<file path="config.mk">
export PLATFORM = sky130hd
export DESIGN_NAME = outport_arbiter_flat
export DESIGN_NICKNAME = d
export VERILOG_FILES = /design/src/rtl/outport_arbiter_if.sv /design/src/rtl/outport_arbiter.sv /design/src/flat_wrapper.sv
export SDC_FILE = /design/constraint.sdc
export NUM_CORES = 1
export LEC_CHECK = 0
export CAP_MARGIN = 20
export CORE_MARGIN = 2
export CORE_UTILIZATION = 48
export CTS_BUF_LIST = sky130_fd_sc_hd__clkbuf_4 sky130_fd_sc_hd__clkbuf_8
export DETAILED_ROUTE_END_ITERATION = 8
export PLACE_DENSITY = 0.8
export RECOVER_POWER = 25
export SLEW_MARGIN = 0
export SYNTH_ARGS = -nofsm -noshare
export SYNTH_HDL_FRONTEND = slang
export SYNTH_SLANG_ARGS = --single-unit
export TNS_END_PERCENT = 1
</file>
<file path="constraint.sdc">
create_clock -name clk -period 2.9 [get_ports clk]
set_clock_uncertainty 0.1 [all_clocks]
set_input_delay 0.58 -clock clk [delete_from_list [all_inputs] [get_ports clk]]
set_output_delay 0.58 -clock clk [all_outputs]
set_load 0.01 [all_outputs]
</file>
<file path="src/rtl/outport_arbiter_if.sv">
// Handshake bundle between the input-port side and one output-port arbiter.
// OUTPORT_ARB_TIMEOUT_EN adds the sticky timeout_flag signal.
interface outport_arbiter_if #(
    parameter int unsigned NUM_PORTS = 4,
    parameter int unsigned SEL_W     = 2,
    parameter int unsigned CNT_W     = 3
);
    logic [NUM_PORTS-1:0] req;
    logic [NUM_PORTS-1:0] tail;
    logic                 credit_in;
    logic [NUM_PORTS-1:0] grant;
    logic [SEL_W-1:0]     xbar_sel;
    logic                 arb_ack;
    logic                 busy;
    logic [CNT_W-1:0]     credit_cnt;
    logic                 credit_err;
`ifdef OUTPORT_ARB_TIMEOUT_EN
    logic                 timeout_flag;

    modport master (
        output req, tail, credit_in,
        input  grant, xbar_sel, arb_ack, busy, credit_cnt, credit_err, timeout_flag
    );
    modport slave (
        input  req, tail, credit_in,
        output grant, xbar_sel, arb_ack, busy, credit_cnt, credit_err, timeout_flag
    );
`else
    modport master (
        output req, tail, credit_in,
        input  grant, xbar_sel, arb_ack, busy, credit_cnt, credit_err
    );
    modport slave (
        input  req, tail, credit_in,
        output grant, xbar_sel, arb_ack, busy, credit_cnt, credit_err
    );
`endif
endinterface

</file>
<file path="src/rtl/outport_arbiter.sv">
// Round-robin, packet-locked output-port arbiter with downstream credit tracking.
// Optional forced release of a silent owner under OUTPORT_ARB_TIMEOUT_EN.
module outport_arbiter #(
    parameter int unsigned NUM_PORTS = 4,
    parameter int unsigned SEL_W     = 2,
    parameter int unsigned CREDITS   = 4,
    parameter int unsigned CNT_W     = 3,
    parameter int unsigned TIMEOUT   = 16
) (
    input logic               clk,
    input logic               rst,
    outport_arbiter_if.slave  arb_io
);

    typedef enum logic [0:0] {StIdle, StLocked} state_e;

    localparam logic [CNT_W-1:0] CreditsMax = CNT_W'(CREDITS);
    localparam logic [SEL_W-1:0] LastPort   = SEL_W'(NUM_PORTS - 1);

    state_e               state_q, state_d;
    logic [NUM_PORTS-1:0] grant_q, grant_d;
    logic [SEL_W-1:0]     sel_q, sel_d;
    logic                 busy_q, busy_d;
    logic [SEL_W-1:0]     rr_ptr_q, rr_ptr_d;
    logic [CNT_W-1:0]     credit_cnt_q, credit_cnt_d;
    logic                 credit_err_q, credit_err_d;

    logic                 found;
    logic [SEL_W-1:0]     win_idx;
    logic                 has_credit;
    logic                 xfer;
    logic                 release_pkt;
    logic [SEL_W-1:0]     next_ptr;

    assign has_credit = (credit_cnt_q != '0);
    assign xfer       = (state_q == StLocked) && arb_io.req[sel_q] && has_credit;
    assign next_ptr   = (sel_q == LastPort) ? '0 : sel_q + SEL_W'(1);

    // First requester at or after rr_ptr, wrapping modulo NUM_PORTS.
    always_comb begin
        int unsigned idx;
        logic [SEL_W-1:0] idx_s;
        found   = 1'b0;
        win_idx = '0;
        idx     = 0;
        idx_s   = '0;
        for (int unsigned i = 0; i < NUM_PORTS; i++) begin
            idx   = (32'(rr_ptr_q) + i) % NUM_PORTS;
            idx_s = SEL_W'(idx);
            if (!found && arb_io.req[idx_s]) begin
                found   = 1'b1;
                win_idx = idx_s;
            end
        end
    end

`ifdef OUTPORT_ARB_TIMEOUT_EN
    localparam int unsigned ToW = $clog2(TIMEOUT + 1);
    localparam logic [ToW-1:0] ToLimit = ToW'(TIMEOUT);

    logic [ToW-1:0] to_cnt_q, to_cnt_d;
    logic           to_flag_q, to_flag_d;
    logic           to_hit;

    assign to_hit = (state_q == StLocked) && !xfer && (to_cnt_q == ToLimit);

    // Only cycles where the owner itself is silent count; credit stalls hold the count.
    always_comb begin
        to_cnt_d  = to_cnt_q;
        to_flag_d = to_flag_q;
        if (state_q != StLocked || xfer || to_hit) begin
            to_cnt_d = '0;
        end else if (!arb_io.req[sel_q]) begin
            to_cnt_d = to_cnt_q + ToW'(1);
        end
        if (to_hit) begin
            to_flag_d = 1'b1;
        end
    end

    always_ff @(posedge clk or negedge rst) begin
        if (!rst) begin
            to_cnt_q  <= '0;
            to_flag_q <= 1'b0;
        end else begin
            to_cnt_q  <= to_cnt_d;
            to_flag_q <= to_flag_d;
        end
    end

    assign arb_io.timeout_flag = to_flag_q;
    assign release_pkt = (xfer && arb_io.tail[sel_q]) || to_hit;
`else
    assign release_pkt = xfer && arb_io.tail[sel_q];
`endif

    always_comb begin
        state_d  = state_q;
        grant_d  = grant_q;
        sel_d    = sel_q;
        busy_d   = busy_q;
        rr_ptr_d = rr_ptr_q;
        case (state_q)
            StIdle: begin
                if (found && has_credit) begin
                    state_d = StLocked;
                    grant_d = NUM_PORTS'(1) << win_idx;
                    sel_d   = win_idx;
                    busy_d  = 1'b1;
                end
            end
            StLocked: begin
                if (release_pkt) begin
                    state_d  = StIdle;
                    grant_d  = '0;
                    busy_d   = 1'b0;
                    rr_ptr_d = next_ptr;
                end
            end
            default: state_d = StIdle;
        endcase
    end

    // A simultaneous transfer and credit return cancel out, even at the limits.
    always_comb begin
        credit_cnt_d = credit_cnt_q;
        credit_err_d = credit_err_q;
        if (xfer && !arb_io.credit_in) begin
            credit_cnt_d = credit_cnt_q - CNT_W'(1);
        end else if (!xfer && arb_io.credit_in) begin
            if (credit_cnt_q == CreditsMax) begin
                credit_err_d = 1'b1;
            end else begin
                credit_cnt_d = credit_cnt_q + CNT_W'(1);
            end
        end
    end

    always_ff @(posedge clk or negedge rst) begin
        if (!rst) begin
            state_q      <= StIdle;
            grant_q      <= '0;
            sel_q        <= '0;
            busy_q       <= 1'b0;
            rr_ptr_q     <= '0;
            credit_cnt_q <= CreditsMax;
            credit_err_q <= 1'b0;
        end else begin
            state_q      <= state_d;
            grant_q      <= grant_d;
            sel_q        <= sel_d;
            busy_q       <= busy_d;
            rr_ptr_q     <= rr_ptr_d;
            credit_cnt_q <= credit_cnt_d;
            credit_err_q <= credit_err_d;
        end
    end

    assign arb_io.grant      = grant_q;
    assign arb_io.xbar_sel   = sel_q;
    assign arb_io.busy       = busy_q;
    assign arb_io.arb_ack    = xfer;
    assign arb_io.credit_cnt = credit_cnt_q;
    assign arb_io.credit_err = credit_err_q;

endmodule

</file>
<file path="src/flat_wrapper.sv">
// flat-port wrapper written by rule: the top's interface ports become plain ports
module outport_arbiter_flat 
#(
    parameter int unsigned NUM_PORTS = 4,
    parameter int unsigned SEL_W     = 2,
    parameter int unsigned CREDITS   = 4,
    parameter int unsigned CNT_W     = 3,
    parameter int unsigned TIMEOUT   = 16
)
  (clk, rst, arb_io_req, arb_io_tail, arb_io_credit_in, arb_io_grant, arb_io_xbar_sel, arb_io_arb_ack, arb_io_busy, arb_io_credit_cnt, arb_io_credit_err);
  outport_arbiter_if #(.NUM_PORTS(NUM_PORTS), .SEL_W(SEL_W), .CNT_W(CNT_W)) arb_io_i ();
  input logic clk;
  input logic rst;
  input wire logic [$bits(arb_io_i.req)-1:0] arb_io_req;
  input wire logic [$bits(arb_io_i.tail)-1:0] arb_io_tail;
  input wire logic [$bits(arb_io_i.credit_in)-1:0] arb_io_credit_in;
  output wire logic [$bits(arb_io_i.grant)-1:0] arb_io_grant;
  output wire logic [$bits(arb_io_i.xbar_sel)-1:0] arb_io_xbar_sel;
  output wire logic [$bits(arb_io_i.arb_ack)-1:0] arb_io_arb_ack;
  output wire logic [$bits(arb_io_i.busy)-1:0] arb_io_busy;
  output wire logic [$bits(arb_io_i.credit_cnt)-1:0] arb_io_credit_cnt;
  output wire logic [$bits(arb_io_i.credit_err)-1:0] arb_io_credit_err;
  assign arb_io_i.req = arb_io_req;
  assign arb_io_i.tail = arb_io_tail;
  assign arb_io_i.credit_in = arb_io_credit_in;
  assign arb_io_grant = arb_io_i.grant;
  assign arb_io_xbar_sel = arb_io_i.xbar_sel;
  assign arb_io_arb_ack = arb_io_i.arb_ack;
  assign arb_io_busy = arb_io_i.busy;
  assign arb_io_credit_cnt = arb_io_i.credit_cnt;
  assign arb_io_credit_err = arb_io_i.credit_err;
  outport_arbiter #(.NUM_PORTS(NUM_PORTS), .SEL_W(SEL_W), .CREDITS(CREDITS), .CNT_W(CNT_W), .TIMEOUT(TIMEOUT)) u_core (.clk(clk), .rst(rst), .arb_io(arb_io_i));
endmodule
</file>
==> flow_summary.toml <==
[run_status]
status = "complete, no violations"

[setup_path]
cp.required_ns = 2.22
startpoint = "arb_io_req[3]"
worstSetupPathType = "input pin to output port"
worstPathMaxFanout = 3
cp-end-kind = "output port"
worstPathArrival_ns = 2.12
startpoint_type = "input pin"
reg2reg_from = "u_core.arb_io.xbar_sel[0]$_DFFE_PN0P_"

[cells_and_area]
syn_to_final_growth_pct = 36.4
final_nets = 125
drive_gt1_share_pct = 16.5
layoutNonFillerInstCount = 125
final_util_pct = 71.6
n_antenna_cell = 0
final_cell_area_um2 = 1120

[floorplan]
io_pins = 23
die_w_um = 45.3
dieArea_um2 = 2050
core_um2 = 1560
die_h_um = 45.3
start_util_pct = 52.5
num_rows = 14

[timing]
finalCritPeriodShare_pct = 96.5
finalWorstSetupSlack_ns = 0.102
tightest_slew_ns = 0.611
rsz0062_at_grt = "no"
setup_viol = 0
drv_slew = 0
slew-limit-headroom_pct = 59.1
post-route-min-period_ns = 2.80
finalSetupTns_ns = 0
final_hold_viol_count = 0
max_freq_mhz = 357

[pwr]
ir_worst_vdd_uv = 551
p_per_area_nw_per_um2 = 1040
cellLeakagePower_uw = 0.000501

[place]
post-place-ws_ns = 0.0342
place_area_um2 = 1080
dpl.cell_count = 121
dp.final_hpwl_um = 1340
port_buffers = 22
gp_congestion = 0.811

[global_route]
grt_pass1_wl_um = 2940
grtUsageTotal_pct = 20.1
globalRouteOverflowTotal = 0
antenna_found_initial = 0
grt_pass1_vias = 670
grt_max_degree = 15

[clock_network]
ctsResizeCount = 0
ctsHtreeMaxLevel = 1
cts_tree = "built"
clockBufferDepth = 2
cts.clk_slew.worst_paths_ns = 0.08
clk_latency_ns = 0.28
holdBufCountCts = 0
cts-root-buf = "clkbuf_4"
cts_buffers = 3
cts_num_sinks = 14
post-cts-setup-buffers = 0

[drt]
wl_per_cell_um = 13.9
ant_nets = 0
drcViolationCount = 0
drt_pass1_iterations = 4
drt_iter0_drc = 8
via_count = 712
wirelength_um = 1740
vias_per_cell = 5.70

[yosys]
synthCells = 80
syn_nets = 95
synth_seq_cells = 14
yosysSeqAreaShare_pct = 43.0
ys_types = 32
yosys_warnings = 0
synth_area_per_cell_um2 = 10.2
netlist_area_um2 = 818

[worst_hold_path]
hp-class = "register to register"
min_from = "u_core.arb_io.credit_err$_DFFE_PN0P_"

[job]
maxCapViolCount = 0
-- cell type report --
class,instances,area (um^2)
Fill cell,111,443
Multi-Input combinational cell,55,417
Sequential cell,14,352
Timing Repair Buffer,27,258
Clock buffer,4,36.3
Inverter,9,33.8
Tap cell,16,20.0
-- kinds of logic (layout without fill, tap and decap cells) --
logic type	after synthesis	count (layout)	synth area share [%]
flip-flops	14	14	43.0
AND/OR/NAND/NOR	24	24	15.3
AO/OA/AOI/OAI	22	22	17.7
multiplexers	5	5	10.9
buffers and inverters	11	40	6.12
adder cells (fa/ha/maj)	4	4	7.03
-- path summary, 6_finish.rpt --
check | to | slack [ns] | cells past startpoint
setup / recovery | arb_io_arb_ack | 0.10 | 5
hold / removal | u_core.arb_io.credit_err$_DFFE_PN0P_ | 0.38 | 1
setup reg to reg | u_core.arb_io.credit_cnt[2]$_DFFE_PN1P_ | 0.53 | 9
hold reg to reg | u_core.arb_io.credit_err$_DFFE_PN0P_ | 0.38 | 1
max in group asynchronous | u_core.arb_io.credit_err$_DFFE_PN0P_ | 1.65 | 1
min in group asynchronous | u_core.rr_ptr_q[0]$_DFFE_PN0P_ | 0.64 | 1
-- synth_stat cells, drive strengths merged --
master	n	share of area, %
a21oi	6	3.7
a311o	1	1.2
a31oi	2	1.5
a41o	1	1.2
and2	1	1.1
buf	2	2.0
dfrtp	13	40
dfstp	1	3.2
fa	1	2.4
ha	3	4.6
inv	9	4.1
mux2	2	3.7
mux2i	1	1.2
mux4	2	6.0
nand2	9	4.1
nand2b	2	1.5
nand3	2	1.8
nor2	5	2.3
nor3	1	0.61
o21a	1	0.92
o21ai	5	3.1
o22a	1	1.1
o22ai	1	0.77
o32ai	4	4.3
or2	1	0.77
or3	2	2.1
or4	1	0.92
-- flip-flops by register name, summed over array words and instances, names as in the netlist --
| signal | flops |
|---|---|
| u_core.arb_io.busy | 1 |
| u_core.arb_io.credit_cnt | 3 |
| u_core.arb_io.credit_err | 1 |
| u_core.arb_io.grant | 4 |
| u_core.arb_io.xbar_sel | 2 |
| u_core.rr_ptr_q | 2 |
| u_core.state_q | 1 |
-- layout by cell type, fill, tap and decap left out, types with 4 or more instances in the layout --
| cell | instances |
|---|---|
| a21oi_1 | 6 |
| buf_4 | 5 |
| clkdlybuf4s50_1 | 21 |
| dfrtp_1 | 13 |
| inv_1 | 8 |
| nand2_1 | 9 |
| nor2_1 | 5 |
| o21ai_0 | 5 |
| o32ai_1 | 4 |
-- per-layer routing --
| metal | global-route usage, % | wire length, um |
|---|---|---|
| met1 | 25.4 | 778 |
| met2 | 33.1 | 835 |
| met3 | 8.80 | 126 |
| met4 | 1.76 | 0 |
| met5 | 0 | 0 |
-- through the flow --
stage	total power, uW	hold WS, ns
2_1_floorplan	783	0.184
4_1_cts	1170	0.388
3_3_place_gp	1010	0.357
3_5_place_dp	1030	0.369
5_1_grt	1260	0.412
6_report	1160	0.381
-- worst max-delay path, cell delays in order --
cell	delay [ns]
clkdlybuf4s50_1	0.42
mux4_2	0.48
nand3_2	0.11
inv_2	0.05
clkdlybuf4s50_1	0.47
-- where the power goes --
group	switching, uW	internal (uW)
Sequential	97.5	290
Clock	61.8	76.3
Combinational	290	343
No activity file was read; power rests on OpenSTA's default activity.
==> RTL change: new RTL, same settings <==
`SEL_W` is set to 2 in 3 places; all go to 4.
--- a/src/rtl/outport_arbiter_if.sv
+++ b/src/rtl/outport_arbiter_if.sv
@@ -3,5 +3,5 @@
 interface outport_arbiter_if #(
     parameter int unsigned NUM_PORTS = 4,
-    parameter int unsigned SEL_W     = 2,
+    parameter int unsigned SEL_W     = 4,
     parameter int unsigned CNT_W     = 3
 );
--- a/src/rtl/outport_arbiter.sv
+++ b/src/rtl/outport_arbiter.sv
@@ -3,5 +3,5 @@
 module outport_arbiter #(
     parameter int unsigned NUM_PORTS = 4,
-    parameter int unsigned SEL_W     = 2,
+    parameter int unsigned SEL_W     = 4,
     parameter int unsigned CREDITS   = 4,
     parameter int unsigned CNT_W     = 3,
--- a/src/flat_wrapper.sv
+++ b/src/flat_wrapper.sv
@@ -3,5 +3,5 @@
 #(
     parameter int unsigned NUM_PORTS = 4,
-    parameter int unsigned SEL_W     = 2,
+    parameter int unsigned SEL_W     = 4,
     parameter int unsigned CREDITS   = 4,
     parameter int unsigned CNT_W     = 3,
Interface: changed (resized arb_io_xbar_sel); port bits go from 23 to 25. The function was not compared with the original's and may differ.
==> RTL change against the original RTL <==
Power rose by 0.29%; sequential cell count did not move; largest cell class unchanged; clock power rose by 4%; worst setup slack improved by 0.0059 ns; synthesized area rose by 1.5%; cell count rose by 1.6%; via count rose by 4.4%; register-to-register slack got worse by 0.03 ns; wire length rose by 6.0%; final area rose by 0.22%.
==> RTL change: results (changes against the original RTL) <==
Status
  • Status: finished clean

Setup path
  • Crit-path leading delay family: buffers and inverters
  • Crit path largest cell delay: 0.50 ns (+0.02 ns)
  • Max FO, Critical Path: 3 (unchanged)
  • Slowest CP cell: mux4_2
  • Worst Path Arrival: 2.11 ns

Detailed routing
  • Avg WL per Cell: 14.5 um (+4.4%)
  • Via Count: 743 (+4.4%)
  • Initial DRC count: 13 (+5)
  • WL final: 1850 um (+6.0%)
  • DR pass1 iterations: 4 (unchanged)

Timing
  • TNS Setup: 0 ns (unchanged)
  • Worst slew pin tran: 0.640 ns (+0.0289 ns)

GRT
  • Pin count of the biggest net entering global routing: 15 (unchanged)
  • Initial antenna violation count: 0 (unchanged)
  • Total GRT Usage: 19.8% (-0.28 points)
  • First-pass GRT wire length: 2930 um (-0.24%)
  • Vias in the first global route: 708 (+5.7%)

Synthesis
  • Sequential share of the synthesized area: 42.3% (-0.65 points)
  • Ranking of synthesized cells by instance count: 13 x dfrtp_1, 9 x nand2_1, 8 x inv_1
  • Top cells by area, synth: dfrtp_1 39%, ha_1 4.5%, o32ai_1 4.2%
  • Yosys warnings: 0 (unchanged)
  • Synth area leader: dfrtp_1
  • Synth Area per Inst: 10.1 um2 (-0.95%)
  • Async SR Flop Fraction: 100% (unchanged)
  • Most used DFF post-synth: dfrtp_1
  • Synth cell types: 34 (+6.3%)

Placement
  • Detail Placement HPWL: 1390 um (+3.9%)
  • RePlAce Congestion: 0.689 (-15%)
  • Placed cell count: 123 (+1.7%)
  • I/O Buffers: 22 (unchanged)

Layout
  • Share of layout cells above drive strength 1: 16.4% (-0.15 points)
  • Antenna Cells: 0 (unchanged)
  • Fillers: 145 (+31%)
  • Max reg flops: 4 (unchanged)
  • Final nets: 126 (+0.80%)

Clocking
  • Setup Buffers After CTS: 0 (unchanged)
  • Root Buffer Master: clkbuf_4
  • Post-cts resize count: 0 (unchanged)
  • Clk_lat worst skew: ~0.29 ns
  • Worst-path clk slew: 0.08 ns (about the same)
  • CTS Buf Count: 3 (unchanged)
  • H-tree depth: 1 (unchanged)
  • CTS Buffer Depth: 2 (unchanged)

Floorplan
  • Die ar.: 2080 um2 (+1.4%)

Power and ir drop
  • Leak Pwr: 0.505 nW (+0.86%)
  • Worst vdd ir: 0.566 mV (+2.9%)

Worst hold path
  • Worst hold path type: register to register
==> RTL change: cell types whose count changed in the layout (fill, tap and decap cells not counted), sizes merged <==
cell    change
conb        +2
o21ai       +1
a21oi       -1
nand2b      -1
==> RTL change: logic make-up (layout without fill, tap and decap cells) <==
family	after synthesis	in the layout	share of synthesized area, %
AO/OA/AOI/OAI	22	22	17.5
other	1	2	0.451
AND/OR/NAND/NOR	23	23	14.3
flip-flops	14	14	42.3
multiplexers	5	5	10.7
buffers and inverters	13	40	7.83
adder cells (fa/ha/maj)	4	4	6.93
==> RTL change: worst register-to-register path, cell delays in order, from the launching register on <==
cell and delay (ns):
dfrtp_1 0.47, mux4_2 0.38, nand3_2 0.09, inv_2 0.07, ha_1 0.19, inv_1 0.08, fa_1 0.38, or2_2 0.30
nand2_1 0.06, a21oi_1 0.06, a31oi_1 0.14
==> RTL change: area by class of cell <==
class / instances / share of cell area [%]
Sequential cell: 14 / 31.4
Multi-Input combinational cell: 56 / 37.4
Clock buffer: 4 / 3.24
Timing Repair Buffer: 27 / 23.0
Inverter: 9 / 3.02
Tap cell: 17 / 1.90
==> RTL change: final timing paths <==
kind / start / end / slack, ns / cells after the start
worst max-delay path: arb_io_req[3] / arb_io_arb_ack / 0.11 / 5
worst min-delay path: u_core.arb_io.credit_err / u_core.arb_io.credit_err / 0.38 / 1
worst max register to register: u_core.arb_io.xbar_sel[0] / u_core.arb_io.credit_cnt[2] / 0.50 / 10
worst min register to register: u_core.arb_io.credit_err / u_core.arb_io.credit_err / 0.38 / 1
max in group asynchronous: rst / u_core.arb_io.busy / 1.64 / 1
min in group asynchronous: rst / u_core.arb_io.xbar_sel[1] / 0.64 / 1
==> RTL change: power breakdown <==
part	switching [mW]	total, mW	internal [mW]	leakage, nW
clock network	0.0677	0.144	0.0765	0.0210
registers	0.0957	0.385	0.290	0.167
logic	0.291	0.632	0.340	0.318
total	0.455	1.16	0.707	0.505
==> RTL change: per-layer routing <==
metal / GRT usage, % / part of all wire [%] / vias to the layer above
met4: 7.06 / 1.7 / 0
met3: 7.14 / 7.0 / 7
met1: 25.1 / 43 / 353
met2: 31.0 / 48 / 34
met5: 0 / 0 / -
li1: - / - / 349
==> RTL change: through the flow <==
| step | instance area (um2) | setup slack, ns | power, mW | hold slack (ns) |
|---|---|---|---|---|
| 4_1_cts | 1120 | 0.0988 | 1.16 | 0.381 |
| 3_5_place_dp | 1080 | 0.0437 | 1.02 | 0.362 |
| 2_1_floorplan | 835 | 0.603 | 0.775 | 0.184 |
| 5_1_grt | 1120 | 0.0560 | 1.26 | 0.390 |
| 3_3_place_gp | 1080 | 0.0769 | 0.995 | 0.356 |
| 6_report | 1120 | 0.108 | 1.16 | 0.376 |
